[config.mk]
export PLATFORM = sky130hd
export DESIGN_NAME = alu_arbiter
export DESIGN_NICKNAME = d
export VERILOG_FILES = /design/src/rtl/alu_arbiter.sv
export SDC_FILE = /design/constraint.sdc
export NUM_CORES = 1
export LEC_CHECK = 0
export CAP_MARGIN = 5
export CORE_MARGIN = 2
export CORE_UTILIZATION = 42
export CTS_CLUSTER_DIAMETER = 150
export DETAILED_ROUTE_END_ITERATION = 8
export GPL_ROUTABILITY_DRIVEN = 0
export GPL_TIMING_DRIVEN = 0
export PLACE_DENSITY = 0.89
export SYNTH_ARGS = -nofsm -noshare
export SYNTH_HDL_FRONTEND = slang
export SYNTH_SLANG_ARGS = --single-unit
[constraint.sdc]
create_clock -name clock -period 2.41 [get_ports clock]
set_clock_uncertainty 0.2 [all_clocks]
set_input_delay 0.241 -clock clock [delete_from_list [all_inputs] [get_ports clock]]
set_output_delay 0.241 -clock clock [all_outputs]
set_load 0.005 [all_outputs]
[src/rtl/alu_arbiter.sv]
// Purpose : shares one 32-bit ALU between execute (port 0) and branch/compare (port 1); optional round-robin via macro ALU_ARB_RR_EN.
// Latency : request accepted at edge E -> rsp_valid pulse visible after edge E+1 (issue reg + response reg).
// Backpr. : none downstream; both stages drain every cycle, so one request is accepted per cycle.
//
// Ports:
//   clock, reset_n            rising-edge clock, async active-low reset
//   req_valid/req_ready [1:0] per-requester handshake (bit i = requester i)
//   reqN_opA/opB/opcode/shamt requester operands, held stable while valid & !ready
//   alu_opA/opB/opcode/shamt  issue-register outputs feeding the external ALU
//   alu_result/ne/lt/ovf      combinational ALU results
//   rsp_valid [1:0]           one-cycle response pulse, one-hot by requester
//   rsp_result/ne/lt/ovf/err  registered response fields
// Build option: `define ALU_ARB_RR_EN for round-robin; otherwise port 0 has fixed priority.
module alu_arbiter #(
    parameter int unsigned FIRST_PRIO = 0
) (
    input  logic        clock,
    input  logic        reset_n,
    input  logic [1:0]  req_valid,
    output logic [1:0]  req_ready,
    input  logic [31:0] req0_opA,
    input  logic [31:0] req0_opB,
    input  logic [4:0]  req0_opcode,
    input  logic [4:0]  req0_shamt,
    input  logic [31:0] req1_opA,
    input  logic [31:0] req1_opB,
    input  logic [4:0]  req1_opcode,
    input  logic [4:0]  req1_shamt,
    output logic [31:0] alu_opA,
    output logic [31:0] alu_opB,
    output logic [4:0]  alu_opcode,
    output logic [4:0]  alu_shamt,
    input  logic [31:0] alu_result,
    input  logic        alu_ne,
    input  logic        alu_lt,
    input  logic        alu_ovf,
    output logic [1:0]  rsp_valid,
    output logic [31:0] rsp_result,
    output logic        rsp_ne,
    output logic        rsp_lt,
    output logic        rsp_ovf,
    output logic        rsp_err
);

    // Opcodes 00000..00101 are legal; anything above is flagged as an error.
    localparam logic [4:0] OP_LAST_LEGAL = 5'd5;

    if (FIRST_PRIO > 1) begin : g_bad_first_prio
        $error("alu_arbiter: FIRST_PRIO must be 0 or 1");
    end

    // S0 arbitration
    logic [1:0]  win;
    logic        xfer;
    logic        gnt_id;
    logic [31:0] sel_opa;
    logic [31:0] sel_opb;
    logic [4:0]  sel_opc;
    logic [4:0]  sel_sh;
    logic        sel_err;

    // S1 issue register
    logic        iss_v_q,   iss_v_d;
    logic        iss_id_q,  iss_id_d;
    logic        iss_err_q, iss_err_d;
    logic [31:0] opa_q,     opa_d;
    logic [31:0] opb_q,     opb_d;
    logic [4:0]  opc_q,     opc_d;
    logic [4:0]  sh_q,      sh_d;

    // S2 response register
    logic [1:0]  rsp_valid_q,  rsp_valid_d;
    logic [31:0] rsp_result_q, rsp_result_d;
    logic        rsp_ne_q,     rsp_ne_d;
    logic        rsp_lt_q,     rsp_lt_d;
    logic        rsp_ovf_q,    rsp_ovf_d;
    logic        rsp_err_q,    rsp_err_d;

`ifdef ALU_ARB_RR_EN
    // Last-grant pointer: the other requester wins the next conflict.
    // Reset value makes FIRST_PRIO the winner of the first conflict.
    logic last_q, last_d;

    always_comb begin
        last_d = last_q;
        if (xfer) begin
            last_d = gnt_id;
        end
    end

    always_ff @(posedge clock or negedge reset_n) begin
        if (!reset_n) begin
            last_q <= (FIRST_PRIO == 0) ? 1'b1 : 1'b0;
        end else begin
            last_q <= last_d;
        end
    end
`endif

    always_comb begin
        win = req_valid;
        if (req_valid == 2'b11) begin
`ifdef ALU_ARB_RR_EN
            win = last_q ? 2'b01 : 2'b10;
`else
            win = 2'b01;
`endif
        end
    end

    // Grants are suppressed while reset is held so nothing is lost during reset.
    assign req_ready = win & {2{reset_n}};
    assign xfer      = |req_ready;
    assign gnt_id    = req_ready[1];

    always_comb begin
        if (gnt_id) begin
            sel_opa = req1_opA;
            sel_opb = req1_opB;
            sel_opc = req1_opcode;
            sel_sh  = req1_shamt;
        end else begin
            sel_opa = req0_opA;
            sel_opb = req0_opB;
            sel_opc = req0_opcode;
            sel_sh  = req0_shamt;
        end
        sel_err = (sel_opc > OP_LAST_LEGAL);
    end

    // S1: operands hold their last values when idle to avoid needless ALU toggling.
    always_comb begin
        iss_v_d   = xfer;
        iss_id_d  = iss_id_q;
        iss_err_d = iss_err_q;
        opa_d     = opa_q;
        opb_d     = opb_q;
        opc_d     = opc_q;
        sh_d      = sh_q;
        if (xfer) begin
            iss_id_d  = gnt_id;
            iss_err_d = sel_err;
            opa_d     = sel_opa;
            opb_d     = sel_opb;
            opc_d     = sel_err ? 5'd0 : sel_opc;
            sh_d      = sel_sh;
        end
    end

    // S2: capture ALU outputs; an illegal opcode returns zeros with err set.
    always_comb begin
        rsp_valid_d  = 2'b00;
        rsp_result_d = rsp_result_q;
        rsp_ne_d     = rsp_ne_q;
        rsp_lt_d     = rsp_lt_q;
        rsp_ovf_d    = rsp_ovf_q;
        rsp_err_d    = rsp_err_q;
        if (iss_v_q) begin
            rsp_valid_d = iss_id_q ? 2'b10 : 2'b01;
            if (iss_err_q) begin
                rsp_result_d = 32'd0;
                rsp_ne_d     = 1'b0;
                rsp_lt_d     = 1'b0;
                rsp_ovf_d    = 1'b0;
                rsp_err_d    = 1'b1;
            end else begin
                rsp_result_d = alu_result;
                rsp_ne_d     = alu_ne;
                rsp_lt_d     = alu_lt;
                rsp_ovf_d    = alu_ovf;
                rsp_err_d    = 1'b0;
            end
        end
    end

    always_ff @(posedge clock or negedge reset_n) begin
        if (!reset_n) begin
            iss_v_q      <= 1'b0;
            iss_id_q     <= 1'b0;
            iss_err_q    <= 1'b0;
            opa_q        <= 32'd0;
            opb_q        <= 32'd0;
            opc_q        <= 5'd0;
            sh_q         <= 5'd0;
            rsp_valid_q  <= 2'b00;
            rsp_result_q <= 32'd0;
            rsp_ne_q     <= 1'b0;
            rsp_lt_q     <= 1'b0;
            rsp_ovf_q    <= 1'b0;
            rsp_err_q    <= 1'b0;
        end else begin
            iss_v_q      <= iss_v_d;
            iss_id_q     <= iss_id_d;
            iss_err_q    <= iss_err_d;
            opa_q        <= opa_d;
            opb_q        <= opb_d;
            opc_q        <= opc_d;
            sh_q         <= sh_d;
            rsp_valid_q  <= rsp_valid_d;
            rsp_result_q <= rsp_result_d;
            rsp_ne_q     <= rsp_ne_d;
            rsp_lt_q     <= rsp_lt_d;
            rsp_ovf_q    <= rsp_ovf_d;
            rsp_err_q    <= rsp_err_d;
        end
    end

    assign alu_opA    = opa_q;
    assign alu_opB    = opb_q;
    assign alu_opcode = opc_q;
    assign alu_shamt  = sh_q;

    assign rsp_valid  = rsp_valid_q;
    assign rsp_result = rsp_result_q;
    assign rsp_ne     = rsp_ne_q;
    assign rsp_lt     = rsp_lt_q;
    assign rsp_ovf    = rsp_ovf_q;
    assign rsp_err    = rsp_err_q;

endmodule
==> results of run 1 <==
state kept, by name, indices dropped and copies added (netlist names), 2 cells and up:
name        cells
rsp_valid       2
alu_opB        32
alu_opA        32
alu_shamt       5
alu_opcode      5
rsp_result     32
cell usage in the layout, fill, tap and decap left out, types with 3 or more instances in the layout:
| master | synthesis | final |
|---|---|---|
| buf_2 | 18 | 17 |
| clkbuf_1 | 27 | 30 |
| inv_1 | 38 | 38 |
| a21oi_1 | 70 | 70 |
| nand3b_1 | 69 | 69 |
| o22ai_1 | 70 | 70 |
| nor2b_1 | 3 | 3 |
| and2_1 | 3 | 3 |
| clkdlybuf4s50_1 | 0 | 297 |
| a22o_1 | 3 | 3 |
| clkbuf_16 | 0 | 17 |
| nand2_1 | 37 | 36 |
| dlygate4sd3_1 | 0 | 3 |
| o21ai_0 | 104 | 104 |
| dfrtp_1 | 115 | 115 |
| a32o_1 | 3 | 3 |
| clkinv_2 | 0 | 7 |
| buf_1 | 8 | 8 |
how the worst max path moves through the flow:
stage                       startpoint            end  slack, ps
after floorplan           req_valid[0]  alu_opcode[0]        940
after global placement         reset_n   req_ready[0]      -4720
after detailed placement       reset_n   req_ready[0]       -680
after CTS                      reset_n   req_ready[0]        290
after global routing           reset_n   req_ready[0]        220
final                          reset_n   req_ready[0]        290
power groups by stage:
stage,registers [mW],logic (mW),clock network (mW)
3_5_place_dp,2.40,1.47,0
6_report,2.38,1.52,2.31
3_3_place_gp,2.39,1.44,0
2_1_floorplan,2.40,0.435,0
5_1_grt,2.41,1.65,2.41
4_1_cts,2.38,1.52,2.30
routing by layer:
metal / GRT usage (%) / wire length (um) / share of wire (%) / up-vias
met5: 0 / 0 / 0 / -
met4: 14.3 / 821 / 3.7 / 0
met3: 10.9 / 2190 / 9.9 / 70
met2: 52.1 / 10700 / 49 / 341
met1: 38.1 / 8270 / 38 / 2971
li1: - / - / - / 2734
through the flow:
stage | total power, mW | TNS, ps | instance area [um^2] | hold slack (ps)
6_report | 6.21 | 0 | 9270 | 118
3_3_place_gp | 3.83 | -748280 | 8580 | 237
4_1_cts | 6.19 | 0 | 9270 | 112
5_1_grt | 6.47 | 0 | 9270 | 142
2_1_floorplan | 2.83 | 0 | 5380 | -255
3_5_place_dp | 3.87 | -10360 | 8600 | -66.5
what timing repair did:
| action | in CTS | in global routing |
|---|---|---|
| hold buffers | 5 | 0 |
| endpoints found under the hold margin | 72 | 0 |
| resized for setup | 2 | 0 |
| endpoints found under the setup margin | 2 | 0 |
| setup buffers | 0 | 0 |
logic make-up after synthesis:
family / Yosys count / synth area share [%]
AND/OR/NAND/NOR: 114 / 13.2
buffers and inverters: 93 / 7.05
AO/OA/AOI/OAI: 253 / 25.8
multiplexers: 2 / 0.489
flip-flops: 115 / 53.5
layout make-up:
type	count	area (um^2)	area share, %
clock buffer	21	440	4.75
clock inverter	11	88.8	0.959
tap	172	215	2.32
timing repair buffer	306	3150	34.0
sequential	115	2880	31.1
inverter	39	146	1.58
buffer	53	229	2.47
multi-input combinational	369	2120	22.9
worst max-delay path, stage by stage:
cell and delay [ps]:
buf_6 100, buf_12 120, buf_16 140, nand2_2 200, clkbuf_2 300, inv_1 90
clkdlybuf4s50_1 490
==> summary.txt, run 1 <==
Worst setup path
  • Critical path fanouts, max: 11
  • Crit Path Category: in2out
  • Reg2reg setup slack: 680 ps
  • Critical Path End Type: output pin
  • Worst reg2reg path startpoint: iss_v_q
  • RR Endpoint: rsp_result[17]
  • Crit path required time: 1970 ps
  • FF-to-FF path depth: 6
  • Critical Path AT: 1680 ps
  • Startpoint Class: primary input

Synthesis
  • Main synth FF type: dfrtp_1
  • #FFs+latches synth: 115
  • Top cell type's share of synthesized area: 53.5%
  • Top-count cell post-synth: dfrtp_1
  • Synth area leader: dfrtp_1
  • Syn avg cell area: 9.32 um^2
  • Number of synthesized flops with an enable pin: 0
  • Most frequent cells after synthesis: 115 x dfrtp_1, 104 x o21ai_0, 70 x a21oi_1, 70 x o22ai_1, 69 x nand3b_1
  • Yosys Warn Count: 0
  • Mapped Area: 5380 um^2
  • Largest cells by area after synthesis: dfrtp_1 54%, o21ai_0 9.7%, nand3b_1 9.6%
  • Asr flop ratio synth: 100%
  • Seq/Total Area, Yosys: 53.5%
  • Unique masters post-synth: 22
  • Syn_nets: 764
  • Synth Instances: 577

Pwr
  • Lkg Pwr: 3.66 nW
  • Clock power frac: 37.2%
  • PwrDens: 670 nW/um^2
  • Switching portion of total power: 27.3%
  • Comb pwr share: 24.5%
  • Share of power burned in registers: 38.3%
  • Peak supply drop: 396 uV
  • Int Pwr: 4.52 mW
  • Switching pwr: 1.69 mW

STA
  • Final setup fails: 0
  • Post-route worst setup slack: 287 ps
  • Fmax: 471 MHz
  • Endpoints failing hold: 0
  • Slew margin rel.: 39.8%
  • Period minus WS final: 2120 ps
  • Final Max Slew Viols: 0
  • Share of the clock period used by the worst path: 88.1%
  • Least-Margin Pin Slew: 900 ps
  • RSZ-0062 raised after global routing: false

Clock tree
  • Clock buffer depth: 2
  • Clk_lat worst skew: 410 ps
  • CTS Root Cell: clkbuf_16
  • TritonCTS clock tree: yes
  • Number of CTS-inserted buffers: 17
  • Htree depth: 4
  • Clk slew on worst S/H paths: 50 ps
  • Clock Sinks: 115

Worst hold path
  • Worst min-delay path endpoint: alu_opB[10]
  • Hold Path Class: in2reg
  • Hold Startpoint: req_valid[1]
  • Hold Path Stages: 3

Global routing
  • Grt total ovfl: 0
  • First-pass GRT wire length: 32800 um
  • All-Layer GR Usage: 31.8%
  • Initial antenna violation count: 0
  • Largest net degree at the start of global routing: 44
  • Vias in the first global route: 6091

Finish
  • NumNets Final: 1088
  • Post-route insts no fill: 1086
  • Final Core Density: 73.7%
  • Fill count: 870
  • # diodes: 0
  • Syn-to-layout area delta: 72.3%
  • Share of layout cells above drive strength 1: 6.24%

Floorplan
  • Die Area: 13700 um^2
  • Die Wd: 117 um
  • Die span in y: 117 um
  • I/O pin count: 301
  • Row count: 41
  • Starting density of the core: 42.8%
  • Core Area: 12600 um^2

Routing
  • First-pass DRT Iterations: 4
  • DR vias: 6116
  • WL final: 22000 um
  • Routed vias/inst: 5.63
  • DR WL/cell: 20.3 um
  • # DRC: 0
  • 1st-iter DRT viols: 462
  • DRT antenna net count: 0

Run
  • Max Cap Viol: 0

Place
  • Port-buffer cells: 298
  • DP HPWL: 15100 um
  • Pre-CTS WS: -681 ps
  • Placed insts: 1048

Status
  • Status: completed
Power figures use the tool's default switching activity.
==> inputs of run 2 (changes only) <==
CORE_ASPECT_RATIO = 1.2   (was unset)
==> summary.txt, run 2 (synthesized netlist as in run 1, its figures left out) <==
Status
  • Status: completed

Routing
  • DR vias: 5937
  • 1st-iter DRT viols: 379
  • DR WL/cell: 19.2 um
  • # DRC: 0
  • First-pass DRT Iterations: 5
  • WL final: 20700 um
  • Routed vias/inst: 5.52
  • DRT antenna net count: 0

Finish
  • Share of layout cells above drive strength 1: 6.58%
  • Syn-to-layout area delta: 73.0%
  • # diodes: 0
  • Final Core Density: 74.1%
  • Final Cell Area: 9300 um^2
  • NumNets Final: 1086
  • Commonest cells after routing, fill and taps aside: 297 x clkdlybuf4s50_1, 115 x dfrtp_1, 104 x o21ai_0
  • Commonest non-fill, non-tap cell in the layout: clkdlybuf4s50_1

Worst setup path
  • Startpoint Class: primary input
  • RR Endpoint: rsp_result[9]
  • Critical Path End Type: output pin
  • Crit Path Category: in2out
  • FF-to-FF path depth: 6
  • Reg2reg setup slack: 720 ps
  • Worst reg2reg path startpoint: iss_v_q
  • Critical Path AT: 1560 ps
  • Critical path fanouts, max: 16
  • Crit path required time: 1970 ps

STA
  • Fmax: 501 MHz
  • Post-route worst setup slack: 413 ps
  • RSZ-0062 raised after global routing: false
  • Worst hold slack: 135 ps
  • Slew margin rel.: 58.0%
  • Endpoints failing hold: 0
  • Least-Margin Pin Slew: 631 ps
  • Final Max Slew Viols: 0
  • Period minus WS final: 2000 ps
  • Final setup fails: 0
  • Share of the clock period used by the worst path: 82.9%

Clock tree
  • CTS Root Cell: clkbuf_16
  • Number of CTS-inserted buffers: 17
  • Clock buffer depth: 2
  • TritonCTS clock tree: yes
  • Clk slew on worst S/H paths: 60 ps
  • Htree depth: 4
  • Clk_lat worst skew: 400 ps
  • Post-CTS Setup Bufs: 0
  • Clock Sinks: 115

Floorplan
  • I/O pin count: 301
  • Core Area: 12600 um^2
  • Starting density of the core: 42.8%
  • Die span in y: 128 um
  • Row count: 45
  • Die Area: 13700 um^2
  • Die Wd: 107 um

Global routing
  • Initial antenna violation count: 0
  • Vias in the first global route: 6055
  • Grt total ovfl: 0
  • All-Layer GR Usage: 30.1%
  • Busiest grt layer: met2
  • Largest net degree at the start of global routing: 40
  • GR Util met2: 51.6%
  • First-pass GRT wire length: 31900 um
  • GRT met1 Usage: 35.2%
  • Met3 Track Usage GR: 8.13%

Worst hold path
  • Hold Path Stages: 3
  • Worst min-delay path endpoint: alu_opB[1]
  • Hold Startpoint: req_valid[1]
  • Hold Path Class: in2reg

Pwr
  • Peak supply drop: 398 uV
  • PwrDens: 687 nW/um^2
  • Lkg Pwr: 3.67 nW
  • Final Power: 6.39 mW

Place
  • Placed instance area: 8590 um^2
  • Port-buffer cells: 298
  • Pre-CTS WS: -644 ps
  • DP HPWL: 14700 um

Run
  • Max Cap Viol: 0
-- run 2: critical path, cell delays in order --
cell,delay [ps]
buf_8,100
buf_12,110
buf_16,140
nand2_2,310
inv_1,120
clkdlybuf4s50_1,520
-- run 2: metrics by stage --
stage / cells / setup TNS, ps
floorplan: 577 / 0
global placement: 1039 / -741310
global route: 1076 / 0
CTS: 1076 / 0
detailed placement: 1040 / -9440
finish: 1076 / 0
-- run 2: cell type report --
class / count / area [um^2]
plain buffers: 52 / 224
clock inverters: 12 / 130
multi-input cells: 369 / 2120
repair buffers: 305 / 3130
fillers: 875 / 3250
well taps: 164 / 205
flip-flops and latches: 115 / 2880
inverters: 39 / 146
clock buffers: 20 / 467
-- run 2: power breakdown --
group / switching, mW / internal (mW) / total [mW]
clock network: 0.914 / 1.60 / 2.52
registers: 0.186 / 2.19 / 2.38
logic: 0.580 / 0.920 / 1.50
total: 1.68 / 4.71 / 6.39
-- run 2: worst max-delay path by stage --
stage / from / end / slack (ps) / depth (start not counted)
global placement: reset_n / req_ready[0] / -4630 / 6
finish: reset_n / req_ready[0] / 410 / 6
CTS: reset_n / req_ready[0] / 400 / 6
global route: reset_n / req_ready[0] / 360 / 6
floorplan: req_valid[0] / alu_opcode[0] / 940 / 4
detailed placement: reset_n / req_ready[0] / -640 / 7
-- run 2: what timing repair did --
item / CTS / global route
endpoints found under the setup margin: 2 / 0
hold buffers: 5 / 0
gates resized for setup: 2 / 0
endpoints found under the hold margin: 98 / 0
-- run 2: metal layers --
layer | vias to the layer above | wire (um)
li1 | 2724 | -
met1 | 2856 | 7780
met4 | 0 | 767
met5 | - | 0
met3 | 57 | 1750
met2 | 300 | 10400
